File: config.mk
export PLATFORM = sky130hd
export DESIGN_NAME = spi_slave_fifo
export DESIGN_NICKNAME = d
export VERILOG_FILES = /design/src/rtl/spi_pkg.sv /design/src/rtl/spi_tx_fifo.sv /design/src/rtl/spi_slave_fifo.sv
export SDC_FILE = /design/constraint.sdc
export NUM_CORES = 1
export LEC_CHECK = 0
export ABC_AREA = 1
export BUFFER_PORTS_ARGS = -buffer_cell sky130_fd_sc_hd__buf_2
export CAP_MARGIN = 0
export CELL_PAD_IN_SITES_DETAIL_PLACEMENT = 1
export CELL_PAD_IN_SITES_GLOBAL_PLACEMENT = 1
export CORE_MARGIN = 2
export CORE_UTILIZATION = 40
export DETAILED_ROUTE_END_ITERATION = 6
export GPL_ROUTABILITY_DRIVEN = 0
export GPL_TIMING_DRIVEN = 0
export PLACE_DENSITY = 0.75
export REMOVE_ABC_BUFFERS = 1
export SYNTH_ARGS = -nofsm -noshare
export SYNTH_HDL_FRONTEND = slang
export SYNTH_SLANG_ARGS = --single-unit
File: constraint.sdc
create_clock -name clk -period 2.9 [get_ports clk]
set_input_delay 0.725 -clock clk [delete_from_list [all_inputs] [get_ports clk]]
set_output_delay 0.725 -clock clk [all_outputs]
set_load 0.005 [all_outputs]
File: src/rtl/spi_pkg.sv
// spi_pkg: shared SPI mode encodings, fill default and width helper.
package spi_pkg;

    localparam logic [1:0] SPI_MODE0 = 2'b00;
    localparam logic [1:0] SPI_MODE1 = 2'b01;
    localparam logic [1:0] SPI_MODE2 = 2'b10;
    localparam logic [1:0] SPI_MODE3 = 2'b11;

    localparam int unsigned SPI_FILL_DEFAULT = 0;

    function automatic int clog2(input int n);
        int r = 0;
        while ((1 << r) < n) r++;
        return r;
    endfunction

endpackage

File: src/rtl/spi_tx_fifo.sv
// spi_tx_fifo: synchronous TX word FIFO; full pushes and empty pops are ignored.
module spi_tx_fifo
    import spi_pkg::*;
#(
    parameter int DATA_W     = 8,
    parameter int FIFO_DEPTH = 4
) (
    input  logic                              clk,
    input  logic                              reset,
    input  logic                              i_push,
    input  logic                              i_pop,
    input  logic [DATA_W-1:0]                 i_data,
    output logic [DATA_W-1:0]                 o_data,
    output logic                              o_full,
    output logic                              o_empty,
    output logic [clog2(FIFO_DEPTH+1)-1:0]    o_count
);

    localparam int AW = clog2(FIFO_DEPTH);
    localparam int CW = clog2(FIFO_DEPTH + 1);

    logic [DATA_W-1:0] r_mem [FIFO_DEPTH];
    logic [AW-1:0]     r_wr, r_rd;
    logic [CW-1:0]     r_count;
    logic              w_push, w_pop;

    assign o_full  = r_count == CW'(FIFO_DEPTH);
    assign o_empty = r_count == '0;
    assign w_push  = i_push & ~o_full;
    assign w_pop   = i_pop & ~o_empty;
    assign o_data  = r_mem[r_rd];
    assign o_count = r_count;

    always_ff @(posedge clk)
        if (w_push) r_mem[r_wr] <= i_data;

    always_ff @(posedge clk) begin
        if (reset) begin
            r_wr    <= '0;
            r_rd    <= '0;
            r_count <= '0;
        end else begin
            if (w_push) r_wr <= r_wr + 1'b1;
            if (w_pop) r_rd <= r_rd + 1'b1;
            r_count <= r_count + CW'(w_push) - CW'(w_pop);
        end
    end

endmodule

File: src/rtl/spi_slave_fifo.sv
// spi_slave_fifo: oversampled SPI slave, any CPOL/CPHA, with a TX FIFO feeding MISO.
// Pins are synchronised into clk; SCLK must run at most 1/(2*(SYNC_STAGES+2)) of clk.
module spi_slave_fifo
    import spi_pkg::*;
#(
    parameter int                DATA_W      = 8,
    parameter int                FIFO_DEPTH  = 4,
    parameter bit                CPOL        = 1'b0,
    parameter bit                CPHA        = 1'b0,
    parameter int                SYNC_STAGES = 2,
    parameter logic [DATA_W-1:0] FILL        = DATA_W'(SPI_FILL_DEFAULT)
) (
    input  logic                           clk,
    input  logic                           reset,
    input  logic                           spi_cs_n,
    input  logic                           spi_sclk,
    input  logic                           spi_mosi,
    output logic                           spi_miso,
    output logic                           spi_miso_oe,
    input  logic [DATA_W-1:0]              tx_data,
    input  logic                           tx_valid,
    output logic                           tx_ready,
    output logic [clog2(FIFO_DEPTH+1)-1:0] tx_count,
    output logic [DATA_W-1:0]              rx_data,
    output logic                           rx_valid,
    output logic                           underrun,
    output logic                           wake
);

    localparam int CNT_W = clog2(DATA_W);

    logic [SYNC_STAGES-1:0] r_cs_sync, r_sclk_sync, r_mosi_sync;
    logic                   r_sclk_d, r_cs_d, r_oe, r_done, r_underrun, r_rx_valid, r_wake;
    logic [CNT_W-1:0]       r_cnt;
    logic [DATA_W-1:0]      r_tx_sh, r_rx_sh, r_rx_data, w_fifo_data;
    logic                   w_cs, w_sclk, w_mosi, w_edge, w_lead, w_trail;
    logic                   w_sample, w_drive, w_start, w_last, w_load, w_full, w_empty;

    assign w_cs     = r_cs_sync[SYNC_STAGES-1];
    assign w_sclk   = r_sclk_sync[SYNC_STAGES-1];
    assign w_mosi   = r_mosi_sync[SYNC_STAGES-1];
    assign w_edge   = w_sclk ^ r_sclk_d;
    assign w_lead   = w_edge & (w_sclk != CPOL);
    assign w_trail  = w_edge & (w_sclk == CPOL);
    assign w_sample = r_oe & ~w_cs & (CPHA ? w_trail : w_lead);
    assign w_drive  = r_oe & ~w_cs & (CPHA ? w_lead : w_trail);
    assign w_start  = r_cs_d & ~w_cs;
    assign w_last   = w_sample & (r_cnt == CNT_W'(DATA_W - 1));
    assign w_load   = w_start | w_last;

    assign spi_miso    = r_oe & r_tx_sh[DATA_W-1];
    assign spi_miso_oe = r_oe;
    assign tx_ready    = ~w_full;
    assign rx_data     = r_rx_data;
    assign rx_valid    = r_rx_valid;
    assign underrun    = r_underrun;
    assign wake        = r_wake;

    always_ff @(posedge clk) begin
        r_cs_sync   <= {r_cs_sync[SYNC_STAGES-2:0], spi_cs_n};
        r_sclk_sync <= {r_sclk_sync[SYNC_STAGES-2:0], spi_sclk};
        r_mosi_sync <= {r_mosi_sync[SYNC_STAGES-2:0], spi_mosi};
        r_sclk_d    <= w_sclk;
    end

    // r_cs_d resets low so a select held across reset needs a fresh falling edge.
    always_ff @(posedge clk) begin
        if (reset) begin
            r_cs_d     <= 1'b0;
            r_oe       <= 1'b0;
            r_cnt      <= '0;
            r_tx_sh    <= '0;
            r_rx_sh    <= '0;
            r_rx_data  <= '0;
            r_done     <= 1'b0;
            r_rx_valid <= 1'b0;
            r_underrun <= 1'b0;
            r_wake     <= 1'b0;
        end else begin
            r_cs_d     <= w_cs;
            r_done     <= w_last;
            r_rx_valid <= r_done;
            r_underrun <= w_load & w_empty;
            r_wake     <= tx_count != '0;
            if (r_done) r_rx_data <= r_rx_sh;
            if (w_cs) begin
                r_oe    <= 1'b0;
                r_cnt   <= '0;
                r_rx_sh <= '0;
            end else begin
                if (w_start) r_oe <= 1'b1;
                if (w_sample) begin
                    r_rx_sh <= {r_rx_sh[DATA_W-2:0], w_mosi};
                    r_cnt   <= w_last ? '0 : r_cnt + 1'b1;
                end
                if (w_load) r_tx_sh <= w_empty ? FILL : w_fifo_data;
                else if (w_drive && r_cnt != '0) r_tx_sh <= {r_tx_sh[DATA_W-2:0], 1'b0};
            end
        end
    end

    spi_tx_fifo #(
        .DATA_W     (DATA_W),
        .FIFO_DEPTH (FIFO_DEPTH)
    ) u_fifo (
        .clk     (clk),
        .reset   (reset),
        .i_push  (tx_valid),
        .i_pop   (w_load),
        .i_data  (tx_data),
        .o_data  (w_fifo_data),
        .o_full  (w_full),
        .o_empty (w_empty),
        .o_count (tx_count)
    );

endmodule

==> results of run 1 <==
==> power by group <==
group	leakage [nW]	total (mW)	switching, mW	internal (mW)
registers	0.693	1.32	0.0435	1.27
logic	0.936	0.355	0.234	0.121
clock network	0.0895	0.783	0.440	0.343
total	1.72	2.45	0.717	1.74
==> layout make-up <==
type,count,area share
multi-input cells,213,0.287
repair buffers,30,0.0398
well taps,105,0.0348
flip-flops and latches,81,0.515
clock buffers,10,0.0365
clock inverters,6,0.0133
inverters,74,0.0736
==> placed cells by master, fill, tap and decap left out <==
| master | count |
|---|---|
| a21oi_1 | 15 |
| a31oi_1 | 1 |
| clkinv_4 | 2 |
| a211oi_1 | 5 |
| nor3_1 | 1 |
| nand3_4 | 1 |
| o21ai_1 | 1 |
| nand3_1 | 26 |
| xnor2_1 | 1 |
| nor2_2 | 1 |
| nand2_1 | 65 |
| nor2_4 | 1 |
| nand2_4 | 2 |
| inv_1 | 68 |
| inv_6 | 2 |
| edfxtp_1 | 32 |
| nand4_1 | 8 |
| nor2_1 | 52 |
| clkbuf_8 | 10 |
| inv_2 | 6 |
| fa_1 | 1 |
| o21ai_0 | 17 |
| dfxtp_1 | 49 |
| xor2_1 | 1 |
| ha_1 | 9 |
| nand2_2 | 2 |
| nand3_2 | 3 |
| buf_2 | 30 |
| clkinvlp_4 | 2 |
==> worst min-delay path by stage <==
stage,startpoint,to,depth (start not counted)
after global routing,r_mosi_sync[0],r_mosi_sync[1],0
after global placement,r_mosi_sync[0],r_mosi_sync[1],0
after detailed placement,r_cs_sync[0],r_cs_sync[1],0
after floorplan,r_cs_sync[0],r_cs_sync[1],0
after CTS,r_cs_sync[0],r_cs_sync[1],0
final,r_cs_sync[0],r_cs_sync[1],0
==> state kept, by name (all words and copies together), names as in the netlist, named ones only <==
signal	flops
wake	1
r_mosi_sync	2
r_cs_d	1
u_fifo.r_rd	2
spi_miso_oe	1
r_sclk_sync	2
r_sclk_d	1
r_cnt	3
underrun	1
rx_valid	1
r_rx_sh	8
r_tx_sh	8
u_fifo.r_mem	32
rx_data	8
r_cs_sync	2
r_done	1
u_fifo.r_wr	2
u_fifo.o_count	3
==> synth_stat cells <==
| cell type | count | share of area |
|---|---|---|
| fa_1 | 1 | 0.0059 |
| nand2_1 | 65 | 0.072 |
| o21ai_0 | 17 | 0.025 |
| nor2_4 | 1 | 0.0033 |
| buf_2 | 5 | 0.0074 |
| a31oi_1 | 1 | 0.0019 |
| nand2_2 | 2 | 0.0037 |
| dfxtp_1 | 49 | 0.29 |
| nor3_1 | 1 | 0.0015 |
| xnor2_1 | 1 | 0.0026 |
| edfxtp_1 | 32 | 0.28 |
| nand2_4 | 2 | 0.0067 |
| nor2_2 | 1 | 0.0019 |
| a211oi_1 | 5 | 0.011 |
| clkbuf_1 | 2 | 0.0022 |
| o21ai_1 | 1 | 0.0015 |
| ha_1 | 9 | 0.033 |
| nand3_1 | 26 | 0.039 |
| nand3_2 | 3 | 0.0089 |
| a21oi_1 | 15 | 0.022 |
| nor2_1 | 52 | 0.058 |
| buf_6 | 2 | 0.0067 |
| nand4_1 | 8 | 0.015 |
| buf_4 | 2 | 0.0044 |
| inv_2 | 6 | 0.0067 |
| inv_1 | 68 | 0.076 |
| nand3_4 | 1 | 0.0052 |
| xor2_1 | 1 | 0.0026 |
==> per-layer routing <==
metal / vias to the layer above / routed length (um) / global-route usage
met3: 9 / 204 / 0.0282
met5: - / 0 / 0
met1: 1187 / 3260 / 0.226
met4: 0 / 112 / 0.0750
li1: 1255 / - / -
met2: 32 / 3390 / 0.292
==> logic make-up (layout without fill, tap and decap cells) <==
| logic type | Yosys count | after routing | share of synthesized area |
|---|---|---|---|
| flip-flops | 81 | 81 | 0.576 |
| adder cells (fa/ha/maj) | 10 | 10 | 0.0393 |
| XOR/XNOR | 2 | 2 | 0.00519 |
| AO/OA/AOI/OAI | 39 | 39 | 0.0619 |
| buffers and inverters | 85 | 120 | 0.103 |
| AND/OR/NAND/NOR | 162 | 162 | 0.215 |
==> out/results.tsv, run 1 <==
metric	value	unit
endpoints failing setup	0	
Reg2Reg Depth	12	
max cap viols	0	
Hold Violations, Final	0	
Nets	433	
Mapped Cells	379	
Sequential cell area	1940	um^2
CP max-delay cell	fa_1	
Post-CTS Setup Inserts	0	
DR pass1 iterations	4	
Critical Path, Cell by Cell	ha_1 -> ha_1 -> nand3_4 -> nand2_4 -> nand2_2 -> inv_2 -> ha_1 -> inv_1 -> ha_1 -> fa_1 -> o21ai_0 -> a21oi_1	
Pwr Density	650	nW/um^2
clk sink count	81	
clock root cell	clkbuf_8	
Die X	95.8	um
multi-input logic area	1080	um^2
port bufs	30	
first-pass GRT wire length	12.2	mm
total power	2.45	mW
area grow syn2layout	11.8	%
Num CTS Buffers	9	
maximum VDD drop	0.000321	V
worst r2r src	r_cnt[0]	
Worst Path Arrival	2.68	ns
Leak	1.72	nW
critical path's largest stage delay	0.38	ns
Vias/cell	4.78	
DRT Wirelength	6.97	mm
cts hold-fix bufs	0	
via count	2483	
Total GRT Usage	0.175	
Finished Cell Area	3770	um^2
Critical Path RT	3.14	ns
critical path launch point	r_cnt[0]	
antenna violations before repair	0	
Ant. Diodes	0	
Core ar.	8180	um^2
Skew-Pair Late Insertion Delay	0.35	ns
dpl cells	503	
fin crit share	0.841	
worst hold path class	reg2reg	
sequential area share after synthesis	0.576	
Placement Rows	33	
# DRC	0	
Crit Path Class	reg2reg	
cell depth of the worst setup path	12	
CTS tree	built	
FF-to-FF setup slack	0.46	ns
Die ar.	9180	um^2
final core occ	0.461	
Syn Area/Cell	8.90	um^2
H-tree Lvls	3	
Starting Density	0.413	
Worst-path clk slew	0.09	ns
Tmin final	2.44	ns
CTS resizes	0	
worst-path fanout max	18	
fin worst setup slack	0.461	ns
status	completed	
CP endpoint kind	flip-flop	
setup TNS	0	ns
vias in the first global route	2538	
layout cells sized above 1	0.150	
top achievable clock speed	410	MHz
Die Y	95.8	um
Crit path max-delay family	adder cells	
worst slew pin tran	0.849	ns
boundary pin count	31	
RSZ-0062 raised after global routing	false	
Fillers	979	
Final Non-Filler Cells	519	
Synth cell types	28	
placed cell areas	3580	um^2
grt total ovfl	0	
post-synthesis sequential element count	81	
Critical Path End	u_fifo.o_count[2]	
DRT antenna net count	0	
HPWL after DPL	4.78	mm
Hold WS	0.335	ns
post-DR wirelength/cell	13.4	um
1st-iter DRT viols	152	
Final Skew	0.0133	ns
Slew HR	0.432	
clk buf depth	2	
Yosys warning count	0	
Post-Syn Area	3370	um^2
largest net degree at the start of global routing	20	
Most common cell on crit path	ha_1	
Buffers & Inverters on Critical Path	2	
RR Endpoint	u_fifo.o_count[2]	
Final Max Tran Viols	0	
Startpoint Class	flip-flop	
Placement Setup Slack	0.470	ns
(Power assumes the default switching activity.)
==> run 2: changes to the inputs <==
==> constraint.sdc (replaced) <==
create_clock -name clk -period 2.25 [get_ports clk]
set_input_delay 0.5625 -clock clk [delete_from_list [all_inputs] [get_ports clk]]
set_output_delay 0.5625 -clock clk [all_outputs]
set_load 0.005 [all_outputs]
==> run 2 against run 1 <==
Compared with the run above: die area stayed put; sequential power is 29% higher; worst setup slack worse by 0.37 ns; cell area is 1.8% higher; critical path depth stayed put; highest routed layer unchanged; hold slack worse by 0.032 ns; power is 30% higher; register-to-register slack worse by 0.37 ns; maximum frequency is 13% higher; largest cell class unchanged; combinational power is 40% higher.
==> out/results.tsv, run 2 (synthesis results as in run 1) <==
metric	value	unit	change
most frequent cells in the layout	inv_1 (68), nand2_1 (65), nor2_1 (52)		
Critical Path End	u_fifo.o_count[1]		
dpl cells	503		unchanged
endpoints failing setup	0		unchanged
placed cell areas	3580	um^2	unchanged
Finished Cell Area	3840	um^2	+1.8%
Die Y	95.8	um	unchanged
Total GRT Usage	0.176		+0.00117
DR pass1 iterations	4		unchanged
CP max-delay cell	fa_2		
DRT Wirelength	7.13	mm	+2.3%
largest net degree at the start of global routing	20		unchanged
FF-to-FF setup slack	0.1	ns	-0.37 ns
DRT antenna net count	0		unchanged
boundary pin count	31		unchanged
Startpoint Class	flip-flop		
CTS tree	built		
CP endpoint kind	flip-flop		
Final Skew	0.0140	ns	+0.000788 ns
Worst Path Arrival	2.44	ns	-0.24 ns
number of flip-flops in the largest register	32		unchanged
worst r2r src	r_cnt[0]		
worst hold path class	in2reg		
Critical Path, Cell by Cell	ha_2 -> ha_2 -> nand3_4 -> nand2_4 -> nand2_4 -> inv_2 -> ha_1 -> inv_1 -> ha_2 -> fa_2 -> inv_1 -> nor2_1		
post-DR wirelength/cell	13.6	um	+1.3%
critical path launch point	r_cnt[0]		
via count	2491		+0.32%
most common cell after layout, fill and taps aside	inv_1		
status	completed		
worst slew pin tran	0.863	ns	+0.0141 ns
Most common cell on crit path	ha_2		
1st-iter DRT viols	147		-3.3%
H-tree Lvls	3		unchanged
HPWL after DPL	4.78	mm	unchanged
Critical Path RT	2.54	ns	-0.60 ns
RSZ-0062 raised after global routing	false		
fin crit share	0.958		+0.116
clk buf depth	2		unchanged
vias in the first global route	2539		+0.039%
max cap viols	0		unchanged
clock root cell	clkbuf_8		
Skew-Pair Late Insertion Delay	0.35	ns	about the same
Top reg by flops	u_fifo.r_mem		
total power	3.20	mW	+30%
layout cells sized above 1	0.177		+0.0269
RR Endpoint	u_fifo.o_count[1]		
maximum VDD drop	0.000426	V	+33%
Die X	95.8	um	unchanged
Pwr Density	833	nW/um^2	+28%
critical path's largest stage delay	0.51	ns	+0.13 ns
worst-path fanout max	4		-14
Nets	438		+1.2%
Starting Density	0.413		unchanged
fin worst setup slack	0.0954	ns	-0.365 ns
Placement Setup Slack	-0.180	ns	-0.650 ns
Core ar.	8180	um^2	unchanged
Hold Path Depth	1		+1
Final Max Tran Viols	0		unchanged
Leak	1.75	nW	+1.7%
grt total ovfl	0		unchanged
first-pass GRT wire length	12.3	mm	+0.62%
Tmin final	2.15	ns	-0.285 ns
Worst-path clk slew	0.10	ns	about the same
Die ar.	9180	um^2	unchanged
top achievable clock speed	464	MHz	+13%
Slew HR	0.423		-0.00940
Hold Violations, Final	0		unchanged
clk sink count	81		unchanged
Reg2Reg Depth	12		unchanged
Placement Rows	33		unchanged
# DRC	0		unchanged
Vias/cell	4.75		-0.64%
antenna violations before repair	0		unchanged
Num CTS Buffers	9		unchanged
Ant. Diodes	0		unchanged
Final Non-Filler Cells	524		+0.96%
Crit Path Class	reg2reg		
port bufs	30		unchanged
area grow syn2layout	13.8	%	
==> run 2: cell count changes in the layout (fill, tap and decap cells not counted), sizes merged <==
cell / previous run / this run
buf: 30 / 35
==> run 2: power by group <==
group | leakage, nW | internal, mW | switching, mW | total (mW)
clock network | 0.0895 | 0.443 | 0.563 | 1.01
logic | 0.964 | 0.175 | 0.323 | 0.498
registers | 0.694 | 1.64 | 0.0567 | 1.70
==> run 2: area by class of cell <==
class                   instances  area (um^2)
clock buffers                  10          138
flip-flops and latches         81         1940
fillers                       977         4340
inverters                      74          278
repair buffers                 35          188
well taps                     105          131
multi-input cells             213         1110
clock inverters                 6         50.0
==> run 2: worst min path at each step <==
stage,slack [ns],from,endpoint
after floorplan,0.31,r_cs_sync[0],r_cs_sync[1]
after global placement,0.31,r_mosi_sync[0],r_mosi_sync[1]
after detailed placement,0.31,r_cs_sync[0],r_cs_sync[1]
after CTS,0.29,spi_mosi,r_mosi_sync[0]
after global routing,0.29,spi_mosi,r_mosi_sync[0]
final,0.30,spi_mosi,r_mosi_sync[0]
==> run 2: through the flow <==
step | hold WS [ns] | util | setup TNS [ns]
2_1_floorplan | 0.310 | - | 0
3_3_place_gp | 0.310 | 0.438 | -0.142
3_5_place_dp | 0.313 | 0.438 | -0.278
4_1_cts | 0.292 | 0.463 | 0
5_1_grt | 0.287 | 0.470 | 0
6_report | 0.303 | 0.470 | 0
==> run 2: critical path: cells and delay by family (launching register included) <==
| kind | cells | cell delay (ns) |
|---|---|---|
| fa+ha+maj | 5 | 1.30 |
| simple gates | 4 | 0.34 |
| flops | 1 | 0.33 |
| buf+inv | 3 | 0.12 |
==> run 2: routing by layer <==
metal  GRT usage  up-vias  share of wire
met5           0        -              0
met4      0.0750        0          0.016
met3      0.0282       10          0.027
met2       0.294       30           0.49
met1       0.227     1190           0.46
li1            -     1261              -
==> run 2: what timing repair did <==
item                       in CTS  in global routing
buffers inserted                1                  4
resized for setup               3                  7
pin swaps                       0                  2
hold buffers                    0                  0
setup endpoints to repair       2                  2
